### config.mk
export PLATFORM = sky130hd
export DESIGN_NAME = instr_fetch
export DESIGN_NICKNAME = d
export VERILOG_FILES = /design/src/rtl/instr_fetch.sv
export SDC_FILE = /design/constraint.sdc
export NUM_CORES = 1
export LEC_CHECK = 0
export CELL_PAD_IN_SITES_DETAIL_PLACEMENT = 1
export CELL_PAD_IN_SITES_GLOBAL_PLACEMENT = 2
export CORE_UTILIZATION = 25
export CTS_CLUSTER_DIAMETER = 200
export DETAILED_ROUTE_END_ITERATION = 16
export GPL_ROUTABILITY_DRIVEN = 0
export PLACE_DENSITY = 0.75
export SYNTH_ARGS = -nofsm -noshare
export SYNTH_HDL_FRONTEND = slang
export SYNTH_SLANG_ARGS = --single-unit
### constraint.sdc
create_clock -name clk -period 3.7 [get_ports clk]
set_input_delay 1.11 -clock clk [delete_from_list [all_inputs] [get_ports clk]]
set_output_delay 1.11 -clock clk [all_outputs]
set_load 0.1 [all_outputs]
### src/rtl/instr_fetch.sv
// Instruction fetch stage: reads opcode plus two argument bytes from a byte-wide synchronous memory.
// A 3-byte window is kept so that repeated or sequential fetches need fewer memory reads.
module instr_fetch #(
  parameter int ADDR_W = 8,
  parameter int DATA_W = 8
) (
  input  logic              clk,
  input  logic              rst,
  input  logic [ADDR_W-1:0] fetch_pc,
  input  logic              fetch_req,
  output logic              pc_ready,
  input  logic              flush,
  output logic [ADDR_W-1:0] mem_addr,
  output logic              mem_rd,
  input  logic [DATA_W-1:0] mem_data,
  output logic [DATA_W-1:0] op_code,
  output logic [DATA_W-1:0] arg1,
  output logic [DATA_W-1:0] arg2,
  output logic              instr_valid,
  input  logic              instr_ack
);

  typedef enum logic [1:0] {IDLE, FETCH, HOLD} state_t;
  typedef enum logic [1:0] {K_MISS, K_SEQ, K_REPEAT} kind_t;

  state_t            state_reg, state_next;
  kind_t             kind_reg, req_kind;
  logic [1:0]        cnt_reg;
  logic [ADDR_W-1:0] pc_reg;
  logic [ADDR_W-1:0] last_pc_reg;
  logic              buf_valid_reg;
  logic [DATA_W-1:0] op_reg, a1_reg, a2_reg;
  logic              mem_rd_reg;
  logic [ADDR_W-1:0] mem_addr_reg;
  logic              fetch_done;

  assign pc_ready    = (state_reg == IDLE);
  assign instr_valid = (state_reg == HOLD);
  assign mem_rd      = mem_rd_reg;
  assign mem_addr    = mem_addr_reg;
  assign op_code     = op_reg;
  assign arg1        = a1_reg;
  assign arg2        = a2_reg;

  always_comb begin
    req_kind = K_MISS;
    if (buf_valid_reg && fetch_pc == last_pc_reg)
      req_kind = K_REPEAT;
    else if (buf_valid_reg && fetch_pc == last_pc_reg + ADDR_W'(1))
      req_kind = K_SEQ;
  end

  // cnt_reg counts edges since accept; the edge where it reads N is edge E(N+1).
  always_comb begin
    fetch_done = 1'b0;
    case (kind_reg)
      K_REPEAT: fetch_done = 1'b1;
      K_SEQ:    fetch_done = (cnt_reg == 2'd1);
      K_MISS:   fetch_done = (cnt_reg == 2'd3);
      default:  fetch_done = 1'b0;
    endcase
  end

  always_comb begin
    state_next = state_reg;
    if (flush) begin
      state_next = IDLE;
    end else begin
      case (state_reg)
        IDLE:    if (fetch_req) state_next = FETCH;
        FETCH:   if (fetch_done) state_next = HOLD;
        HOLD:    if (instr_ack) state_next = IDLE;
        default: state_next = IDLE;
      endcase
    end
  end

  always_ff @(posedge clk or posedge rst) begin
    if (rst) state_reg <= IDLE;
    else     state_reg <= state_next;
  end

  always_ff @(posedge clk or posedge rst) begin
    if (rst) begin
      kind_reg      <= K_MISS;
      cnt_reg       <= 2'd0;
      pc_reg        <= '0;
      last_pc_reg   <= '0;
      buf_valid_reg <= 1'b0;
      op_reg        <= '0;
      a1_reg        <= '0;
      a2_reg        <= '0;
      mem_rd_reg    <= 1'b0;
      mem_addr_reg  <= '0;
    end else begin
      mem_rd_reg <= 1'b0;
      if (flush) begin
        buf_valid_reg <= 1'b0;
      end else begin
        case (state_reg)
          IDLE: begin
            if (fetch_req) begin
              pc_reg   <= fetch_pc;
              kind_reg <= req_kind;
              cnt_reg  <= 2'd0;
              if (req_kind == K_MISS) begin
                mem_rd_reg   <= 1'b1;
                mem_addr_reg <= fetch_pc;
              end else if (req_kind == K_SEQ) begin
                // Slide the window by one byte; only the new arg2 needs a read.
                op_reg       <= a1_reg;
                a1_reg       <= a2_reg;
                mem_rd_reg   <= 1'b1;
                mem_addr_reg <= fetch_pc + ADDR_W'(2);
              end
            end
          end
          FETCH: begin
            cnt_reg <= cnt_reg + 2'd1;
            if (kind_reg == K_MISS) begin
              case (cnt_reg)
                2'd0: begin
                  mem_rd_reg   <= 1'b1;
                  mem_addr_reg <= pc_reg + ADDR_W'(1);
                end
                2'd1: begin
                  op_reg       <= mem_data;
                  mem_rd_reg   <= 1'b1;
                  mem_addr_reg <= pc_reg + ADDR_W'(2);
                end
                2'd2: a1_reg <= mem_data;
                default: a2_reg <= mem_data;
              endcase
            end else if (kind_reg == K_SEQ && cnt_reg == 2'd1) begin
              a2_reg <= mem_data;
            end
            if (fetch_done) begin
              last_pc_reg   <= pc_reg;
              buf_valid_reg <= 1'b1;
            end
          end
          default: ;
        endcase
      end
    end
  end

endmodule

==> results.md, run 1 <==
- Run status: completed
- Area of the multi-input gates: around 1800 um2
- Worst path max stage delay: roughly 0.57 ns
- Worst-margin pin slew: 0.9343 ns
- Root buf cell: clkbuf_16
- Synth-to-Final Area Change: 28.32%
- Top delay family on crit path: compound AO/OA/AOI/OAI gates
- Synth cell types: 55
- Vias per std cell: 4.809
- Crit. End Element: register
- CTS tree: yes
- Row count: 41
- Final cell count without fillers: a little under 600
- Die area: 13630 um2
- RSZ-0062 raised after global routing: no
- Largest family of logic cells by synthesized area: simple AND/OR/NAND/NOR gates
- Buffers & Inverters on Critical Path: 3
- Final Setup Violations: 0
- Max_slew headroom: a little under two fifths
- Hold_buf cts: 0
- Post-Synth Adder-Cell Area: 3.041%
- CTS resizes: 0
- Final hold vios: 0
- Clock Path Buffers: 2
- IO buf count: 55
- Crit path cell chain: clkdlybuf4s50_1 -> buf_4 -> xnor2_1 -> nor4b_2 -> o31ai_1 -> a2111o_1 -> a211oi_4 -> buf_12 -> mux2_2
- Clk sinks: 56
- Data required, critical path: a little under 4 ns
- Avg Inst Size Synth: a little over 9 um2
- DR vias: around 2800
- Placed cell areas: 4074 um2
- P per Cell Area: around 830 nW/um2
- Synthesized Nets: 382
- Slowest cell on the critical path: a2111o_1
- Final Critical Period: roughly 3.5 ns
- First-pass detailed-route iteration total: 4
- Core ar.: approximately 13000 um2
- H-tree depth: 2
- First-pass GRT wire length: ~16000 um
- Final WL: ~9500 um
- Clock transition at path regs: about 0.080 ns
- Ant diodes: 0
- Flops & latches, synth: 56
- Max Slew Vio Count: 0
- Tot Pwr: roughly 3.5 mW
- CTS Buf Count: 5
- EDFF count, synth: 0
- Chip Width: 116.8 um
- Routed Antenna Nets: 0
- Tcrit/Tclk final: 95.02%
- # DRC: 0
- Compound-Gate Fraction of Synth Area: ~14%
- Crit path max fanout: 8
- Crit path launch type: input pin
- Critical setup path kind: in2reg
- Max Cap Viol: 0
- Fill count: ~1500
- Clock skew: approximately 0.0074 ns
- VDD IR-drop max: between 0.2 and 0.3 mV
- Synth async-reset ratio: 100.0%
- Skew-Pair Late Insertion Delay: around 0.3 ns
- Hold WC Path Type: reg2reg
- Sequential-to-total area share from yosys stat: a little over two fifths
- Synth Warn #: 0
- Post-route cell area: 4224 um2
- Total negative slack: 0 ns
- Register area: around 1400 um2
- Post-Syn Area: roughly 3300 um2
- Total track usage: between 10 and 15%
- Pleak: 1.950 nW
- Final #Nets: 447
- XOR/XNOR Fraction of Synth Area: 5.777%
- Number of global-route vias before repair: 2891
- Peak Freq: between 200 and 300 MHz
- Mapped Cells: ~350
- Final HPWL DP: between 7000 and 8000 um
- Placed cells: 583
- Multiplexer share of the synthesized area: 10.91%
- Postcts setup bufs: 0
- Fraction of layout instances using a drive strength above 1: between 20 and 25%
- DRT iter0 DRCs: around 130
- Top-level I/O count: between 50 and 60
- Starting Density: roughly a quarter
- Routed len/inst: roughly 16 um
- Worst EP arrival: approximately 3.7 ns
- Die height: 116.8 um
- Synth Area in Simple Gates: 20.68%
- Largest net degree at the start of global routing: 57
- Primary FF master, synth: dfrtp_1
- Initial antenna violation count: 0
- Grt ovf: 0
-- synth_stat cells, types with 3 or more instances --
master | number | area share (%)
a211oi_1 | 3 | 0.68
a32oi_1 | 4 | 1.1
xor2_1 | 7 | 1.9
mux2_2 | 31 | 11
nor2b_1 | 6 | 1.1
ha_1 | 8 | 3.0
and2_1 | 3 | 0.57
nand3_1 | 8 | 1.2
clkbuf_1 | 12 | 1.4
o21ai_0 | 16 | 2.4
xnor2_1 | 12 | 3.2
inv_1 | 8 | 0.91
o211ai_1 | 4 | 0.91
and3_1 | 4 | 0.76
a21oi_1 | 6 | 0.91
dfrtp_1 | 56 | 43
nand2b_1 | 6 | 1.1
nand2_1 | 89 | 10
nor2_1 | 17 | 1.9
nor3_1 | 6 | 0.91
a21o_1 | 4 | 0.91
-- through the flow --
stage,setup slack [ns],util (%),hold slack (ns)
3_3_place_gp,-0.1046,32.02,0.4653
6_report,0.1844,33.20,0.5009
4_1_cts,0.1738,33.20,0.5120
5_1_grt,0.07186,33.20,0.5342
2_1_floorplan,0.4999,-,0.4633
3_5_place_dp,-0.1415,32.02,0.4931
-- per-layer routing --
metal  GRT usage (%)  part of all wire, %  wire length (um)
met5               0                    0                 0
met1           20.05                   48              4607
met3           2.698                  4.3               408
met4           2.532                 0.49                47
met2           25.09                   47              4457
-- final timing paths --
path | slack [ns] | cells past startpoint | endpoint | start
max reg2reg | 0.92 | 8 | arg1[6] | last_pc_reg[1]
min in group asynchronous | 1.34 | 3 | cnt_reg[1] | rst
min | 0.50 | 2 | mem_addr[0] | mem_addr[0]
min reg2reg | 0.50 | 2 | mem_addr[0] | mem_addr[0]
max in group asynchronous | 1.88 | 3 | last_pc_reg[4] | rst
max | 0.18 | 9 | arg1[6] | fetch_pc[6]
-- cells in the final DEF, fill, tap and decap left out, types with 5 or more instances in the layout --
cell and instances:
nand2_1 89, nand3_1 8, dfrtp_1 56, a21oi_1 6, buf_4 54, o21ai_0 16
clkdlybuf4s50_1 20, xor2_1 7, xnor2_1 12, inv_1 7, nand2b_1 6, ha_1 8
clkbuf_16 5, nor3_1 6, nor2_1 17, mux2_2 31, nor2b_1 6
-- kinds of logic after synthesis --
logic type               Yosys count
flip-flops                        56
AND/OR/NAND/NOR                  151
buffers and inverters             26
XOR/XNOR                          20
AO/OA/AOI/OAI                     60
adder cells (fa/ha/maj)            8
multiplexers                      32
-- power by group --
| group | internal, mW | switching [mW] | total (mW) |
|---|---|---|---|
| clock | 0.257 | 0.241 | 0.498 |
| combinational | 0.521 | 1.48 | 2.00 |
| sequential | 0.815 | 0.214 | 1.03 |
-- cell type report --
class,count,area share [%]
Clock buffer,5,2.962
Clock inverter,3,0.5924
Inverter,8,0.7109
Multi-Input combinational cell,271,42.18
Sequential cell,56,33.18
Tap cell,172,5.095
Timing Repair Buffer,76,15.28
-- tightest hold or removal path, delay by kind of cell, from the launching register on --
| family | cells | cell delay (ns) |
|---|---|---|
| AO/OA/AOI/OAI | 1 | 0.07 |
| AND/OR/NAND/NOR | 1 | 0.05 |
| flip-flops | 1 | 0.35 |
(Power assumes the default switching activity.)
==> run 2: changes to the inputs <==
--- a/config.mk
+++ b/config.mk
@@ -5,8 +5,10 @@
 export SDC_FILE = /design/constraint.sdc
 export NUM_CORES = 1
 export LEC_CHECK = 0
+export ABC_AREA = 0
 export CELL_PAD_IN_SITES_DETAIL_PLACEMENT = 1
 export CELL_PAD_IN_SITES_GLOBAL_PLACEMENT = 2
+export CORE_MARGIN = 2
 export CORE_UTILIZATION = 25
 export CTS_CLUSTER_DIAMETER = 200
 export DETAILED_ROUTE_END_ITERATION = 16
==> run 2 against run 1 <==
Clock skew rose by 0.0024 ns; worst hold slack improved by 0.014 ns; register-to-register slack got worse by 0.03 ns; sequential share of layout area fell by 0.26 points; non-clock buffer count did not move; routed wire length rose by 4.5%; clock-buffer cell count did not move; clock power rose by 12%.
==> results.md, run 2 (same netlist as run 1, synthesis figures left out) <==
- Run status: completed
- Crit path launch type: input pin
- CTS resizes: 0 (unchanged)
- Crit path cell chain: clkdlybuf4s50_1 -> xor3_1 -> nor4_1 -> o31ai_1 -> a2111o_1 -> a211oi_4 -> buf_12 -> mux2_2
- Post-place setup slack: -0.1617 ns (-0.02016 ns)
- Clock transition at path regs: 0.08 ns (about the same)
- Worst path max stage delay: 0.52 ns (-0.05 ns)
- Peak Freq: 284.9 MHz (+0.16%)
- H-tree depth: 2 (unchanged)
- Critical setup path kind: in2reg
- Final Critical Period: 3.510 ns (-0.005699 ns)
- Max Cap Viol: 0 (unchanged)
- Worst EP arrival: 3.69 ns (about the same)
- Die area: 14100 um2 (+3.5%)
- Most frequent cells in the layout: nand2_1 (89), dfrtp_1 (56), buf_4 (53)
- Skew-Pair Late Insertion Delay: 0.30 ns (about the same)
- Tot Pwr: 3.609 mW (+2.4%)
- Max Slew Vio Count: 0 (unchanged)
- Core ar.: 12720 um2 (unchanged)
- Top-level I/O count: 56 (unchanged)
- Commonest non-fill, non-tap cell in the layout: nand2_1
- Grt ovf: 0 (unchanged)
- WHS: 0.5153 ns (+0.01438 ns)
- First-pass GRT wire length: 16560 um (+6.8%)
- IO buf count: 55 (unchanged)
- RSZ-0062 raised after global routing: no
- Vias per std cell: 4.844 (+0.74%)
- Final cell count without fillers: 591 (unchanged)
- Final #Nets: 447 (unchanged)
- Crit. End Element: register
- Clock skew: 0.009709 ns (+0.002359 ns)
- Tcrit/Tclk final: 94.86% (-0.15 points)
- Routed len/inst: 16.83 um (+4.5%)
- Fin worst setup slack: 0.1901 ns (+0.005699 ns)
- VDD IR-drop max: 0.2627 mV (-6.2%)
- Final WL: 9944 um (+4.5%)
- Root buf cell: clkbuf_16
- Final Util: 33.47% (+0.27 points)
- CTS tree: yes
- Final HPWL DP: 7565 um (+5.0%)
- Routed Antenna Nets: 0 (unchanged)
- Row count: 41 (unchanged)
- Ant diodes: 0 (unchanged)
- Chip Width: 118.8 um (+1.7%)
- Total track usage: 14.50% (-0.36 points)
- DR vias: 2863 (+0.74%)
- Final hold vios: 0 (unchanged)
- Placed cell areas: 4086 um2 (+0.31%)
- Slowest cell on the critical path: a2111o_1
- First-pass detailed-route iteration total: 4 (unchanged)
- Hold WC Path Type: reg2reg
- Largest net degree at the start of global routing: 57 (unchanged)
- Clock Path Buffers: 2 (unchanged)
- Max_slew headroom: 36.71% (-0.87 points)
- Fraction of layout instances using a drive strength above 1: 24.11% (unchanged)
- Final Setup Violations: 0 (unchanged)
- Starting Density: 25.88% (unchanged)
- DRT iter0 DRCs: 163 (+29%)
- Total negative slack: 0 ns (unchanged)
- Pleak: 1.964 nW (+0.71%)
- CTS Buf Count: 5 (unchanged)
- Crit path max fanout: 8 (unchanged)
- Synth-to-Final Area Change: 29.34%
- Worst-margin pin slew: 0.9473 ns (+0.01301 ns)
- Die height: 118.8 um (+1.7%)
- Data required, critical path: 3.88 ns (about the same)
- Number of global-route vias before repair: 3084 (+6.7%)
- Placed cells: 583 (unchanged)
- # DRC: 0 (unchanged)
- P per Cell Area: 847.6 nW/um2 (+1.5%)
- Initial antenna violation count: 0 (unchanged)
- Post-route cell area: 4258 um2 (+0.80%)
- Clk sinks: 56 (unchanged)
==> run 2: cell types whose count changed in the layout (fill, tap and decap cells not counted) <==
cell | previous run | this run
buf_12 | 2 | 3
inv_6 | 2 | 1
buf_4 | 54 | 53
bufinv_16 | 0 | 1
==> run 2: layout make-up <==
class	count	area (um2)
Fill cell	1512	8464
Multi-Input combinational cell	271	1782
Sequential cell	56	1401
Timing Repair Buffer	76	658.1
Tap cell	172	215.2
Clock buffer	5	125.1
Clock inverter	3	46.29
Inverter	8	30.03
==> run 2: final timing paths <==
kind | from | to | slack [ns] | cells past startpoint
max | fetch_pc[6] | arg1[6] | 0.19 | 8
min | op_code[1] | op_code[1] | 0.52 | 1
min in group asynchronous | rst | arg2[4] | 1.18 | 3
max in group asynchronous | rst | cnt_reg[0] | 2.21 | 3
max reg2reg | last_pc_reg[1] | arg1[6] | 0.89 | 8
min reg2reg | op_code[1] | op_code[1] | 0.52 | 1
==> run 2: worst max-delay path, delay by kind of cell <==
kind	cells	cell delay, ns
AO/OA/AOI/OAI	3	0.97
buffers and inverters	2	0.65
multiplexers	1	0.33
XOR/XNOR	1	0.41
AND/OR/NAND/NOR	1	0.22
==> run 2: power breakdown <==
| part | internal (mW) | leakage [nW] | total, mW | switching (mW) |
|---|---|---|---|---|
| sequential | 0.816 | 0.720 | 1.03 | 0.211 |
| combinational | 0.524 | 1.16 | 2.02 | 1.50 |
| clock | 0.323 | 0.0804 | 0.559 | 0.236 |
==> run 2: layer usage <==
layer	vias up	share of wire [%]	track usage, %
met5	-	0	0
met4	0	0.50	2.307
met3	5	4.1	1.979
met2	67	48	24.86
met1	1434	47	19.75
li1	1357	-	-
==> run 2: repair_timing <==
action	CTS	global route
buffers inserted	0	0
hold buffers	0	0
setup endpoints to repair	0	10
==> run 3: changes to the inputs <==
--- a/config.mk
+++ b/config.mk
@@ -13,7 +13,7 @@
 export CTS_CLUSTER_DIAMETER = 200
 export DETAILED_ROUTE_END_ITERATION = 16
 export GPL_ROUTABILITY_DRIVEN = 0
-export PLACE_DENSITY = 0.75
+export PLACE_DENSITY_LB_ADDON = 0.1
 export SYNTH_ARGS = -nofsm -noshare
 export SYNTH_HDL_FRONTEND = slang
 export SYNTH_SLANG_ARGS = --single-unit
==> run 3 against run 2 <==
Non-clock buffer count is 6 higher; sequential share of layout area decreased by 0.096 points; clock power is 9.3% lower; setup slack worse by 0.020 ns; global-route usage rose by 1.3 points; design area is 0.29% higher; register-to-register slack worse by 0.10 ns; first-iteration DRC count down 48%; clock-buffer cell count unchanged; critical path type unchanged; critical endpoint is now arg1[7].
==> results.md, run 3 (same netlist as run 1, synthesis figures left out) <==
- Final cell count without fillers: 597 (+1.0%)
- CTS tree: yes
- IO buf count: 55 (unchanged)
- Critical setup path kind: in2reg
- Row count: 41 (unchanged)
- Pleak: 1.983 nW (+0.99%)
- Final #Nets: 453 (+1.3%)
- Reg power frac: 28.8% (+0.4 points)
- Clock Path Buffers: 2 (unchanged)
- Top-level I/O count: 56 (unchanged)
- RSZ-0062 raised after global routing: no
- Max Cap Viol: 0 (unchanged)
- Number of global-route vias before repair: 3065 (-0.62%)
- Total track usage: 15.85% (+1.3 points)
- Logic pwr share: 56.9% (+0.8 points)
- Crit path launch type: input pin
- Routed len/inst: 17.54 um (+4.3%)
- Clock Power Share: 14.2% (-1.3 points)
- Initial antenna violation count: 0 (unchanged)
- Sw Share: 54.98% (+1.1 points)
- Crit. End Element: register
- Run status: completed
- Final hold vios: 0 (unchanged)
- Synth-to-Final Area Change: 29.72%
- Crit path max fanout: 8 (unchanged)
- Final Critical Period: 3.530 ns (+0.02000 ns)
- VDD IR-drop max: 0.2715 mV (+3.4%)
- Hold_buf cts: 0 (unchanged)
- DRT iter0 DRCs: 84 (-48%)
- Clock transition at path regs: 0.08 ns (about the same)
- Commonest non-fill, non-tap cell in the layout: nand2_1
- Final Setup Violations: 0 (unchanged)
- Routed Antenna Nets: 0 (unchanged)
- Worst EP arrival: 3.73 ns (+0.04 ns)
- Fill count: 1516 (+0.26%)
- Psw: 1.956 mW (+0.50%)
- Final WL: 10470 um (+5.3%)
- Fraction of layout instances using a drive strength above 1: 25.18% (+1.1 points)
- Tcrit/Tclk final: 95.40% (+0.54 points)
- H-tree depth: 2 (unchanged)
- Skew-Pair Late Insertion Delay: 0.31 ns (about the same)
- Data required, critical path: 3.90 ns (+0.02 ns)
- Most frequent cells in the layout: nand2_1 (89), buf_4 (60), dfrtp_1 (56)
- Postcts setup bufs: 0 (unchanged)
- # DRC: 0 (unchanged)
- Total negative slack: 0 ns (unchanged)
- Vias per std cell: 4.745 (-2.0%)
- Placed cells: 589 (+1.0%)
- Area of the multi-input gates: 1782 um2 (unchanged)
- Peak Freq: 283.3 MHz (-0.57%)
- Hold WC Path Type: reg2reg
- DR vias: 2833 (-1.0%)
- Die height: 118.8 um (unchanged)
- First-pass detailed-route iteration total: 4 (unchanged)
- Root buf cell: clkbuf_16
- Chip Width: 118.8 um (unchanged)
- Worst-margin pin slew: 0.7480 ns (-0.1994 ns)
- Grt ovf: 0 (unchanged)
- Max Slew Vio Count: 0 (unchanged)
- First-pass GRT wire length: 17390 um (+5.0%)
- Final HPWL DP: 8177 um (+8.1%)
- Largest net degree at the start of global routing: 22 (-61%)
- Tot Pwr: 3.558 mW (-1.4%)
- P per Cell Area: 833.1 nW/um2 (-1.7%)
- Clk sinks: 56 (unchanged)
- Ant diodes: 0 (unchanged)
- WHS: 0.4857 ns (-0.02967 ns)
- Int Pwr: 1.602 mW (-3.7%)
- Clock skew: 0.004294 ns (-0.005415 ns)
- CTS resizes: 0 (unchanged)
- Max_slew headroom: 49.95% (+13 points)
- CTS Buf Count: 5 (unchanged)
- Starting Density: 25.88% (unchanged)
- Register area: 1401 um2 (unchanged)
- Die area: 14100 um2 (unchanged)
- Core ar.: 12720 um2 (unchanged)
run 3: cell count changes in the layout (fill, tap and decap cells not counted), sizes merged:
cell | before | now
buf | 56 | 62
clkinv | 0 | 2
bufinv | 1 | 0
clkinvlp | 1 | 0
run 3: worst paths after layout:
path / startpoint / to / slack [ns] / depth (start not counted)
worst max-delay path: fetch_pc[6] / arg1[7] / 0.17 / 8
worst min-delay path: mem_addr[0] / mem_addr[0] / 0.49 / 2
min in group asynchronous: rst / arg2[7] / 1.12 / 2
worst max register to register: last_pc_reg[0] / arg1[7] / 0.79 / 8
max in group asynchronous: rst / arg1[7] / 1.90 / 3
worst min register to register: mem_addr[0] / mem_addr[0] / 0.49 / 2
run 3: area by class of cell:
class	count	share of cell area, %
tap	172	5.040
sequential	56	32.82
timing repair buffer	82	16.17
inverter	8	0.7032
multi-input combinational	271	41.72
clock inverter	3	0.6153
clock buffer	5	2.930
run 3: per-layer routing:
layer	track usage, %	wire (um)
met5	0	0
met4	3.795	108
met3	3.620	386
met2	26.94	5170
met1	20.33	4809
run 3: worst max-delay path, cell delays in order:
cell and delay (ns):
clkdlybuf4s50_1 0.48, xor3_1 0.40, nor4_1 0.22, o31ai_1 0.14, a2111o_1 0.56, a211oi_4 0.32, buf_12 0.16, mux2_2 0.33
run 3: power groups by stage:
| stage | Sequential [mW] | Clock [mW] | Combinational, mW |
|---|---|---|---|
| floorplan | 2.02 | 0 | 0.535 |
| global placement | 1.04 | 0 | 2.03 |
| detailed placement | 1.04 | 0 | 2.05 |
| CTS | 1.03 | 0.534 | 2.05 |
| global route | 1.06 | 0.559 | 2.13 |
| finish | 1.03 | 0.507 | 2.02 |
run 3: per-stage QoR:
stage	util (%)	cell area (um2)	worst slack [ns]
floorplan	-	3292	0.4999
global placement	32.38	4119	-0.1190
detailed placement	32.38	4119	-0.1614
CTS	33.57	4270	0.1588
global route	33.57	4270	0.06379
finish	33.57	4270	0.1701
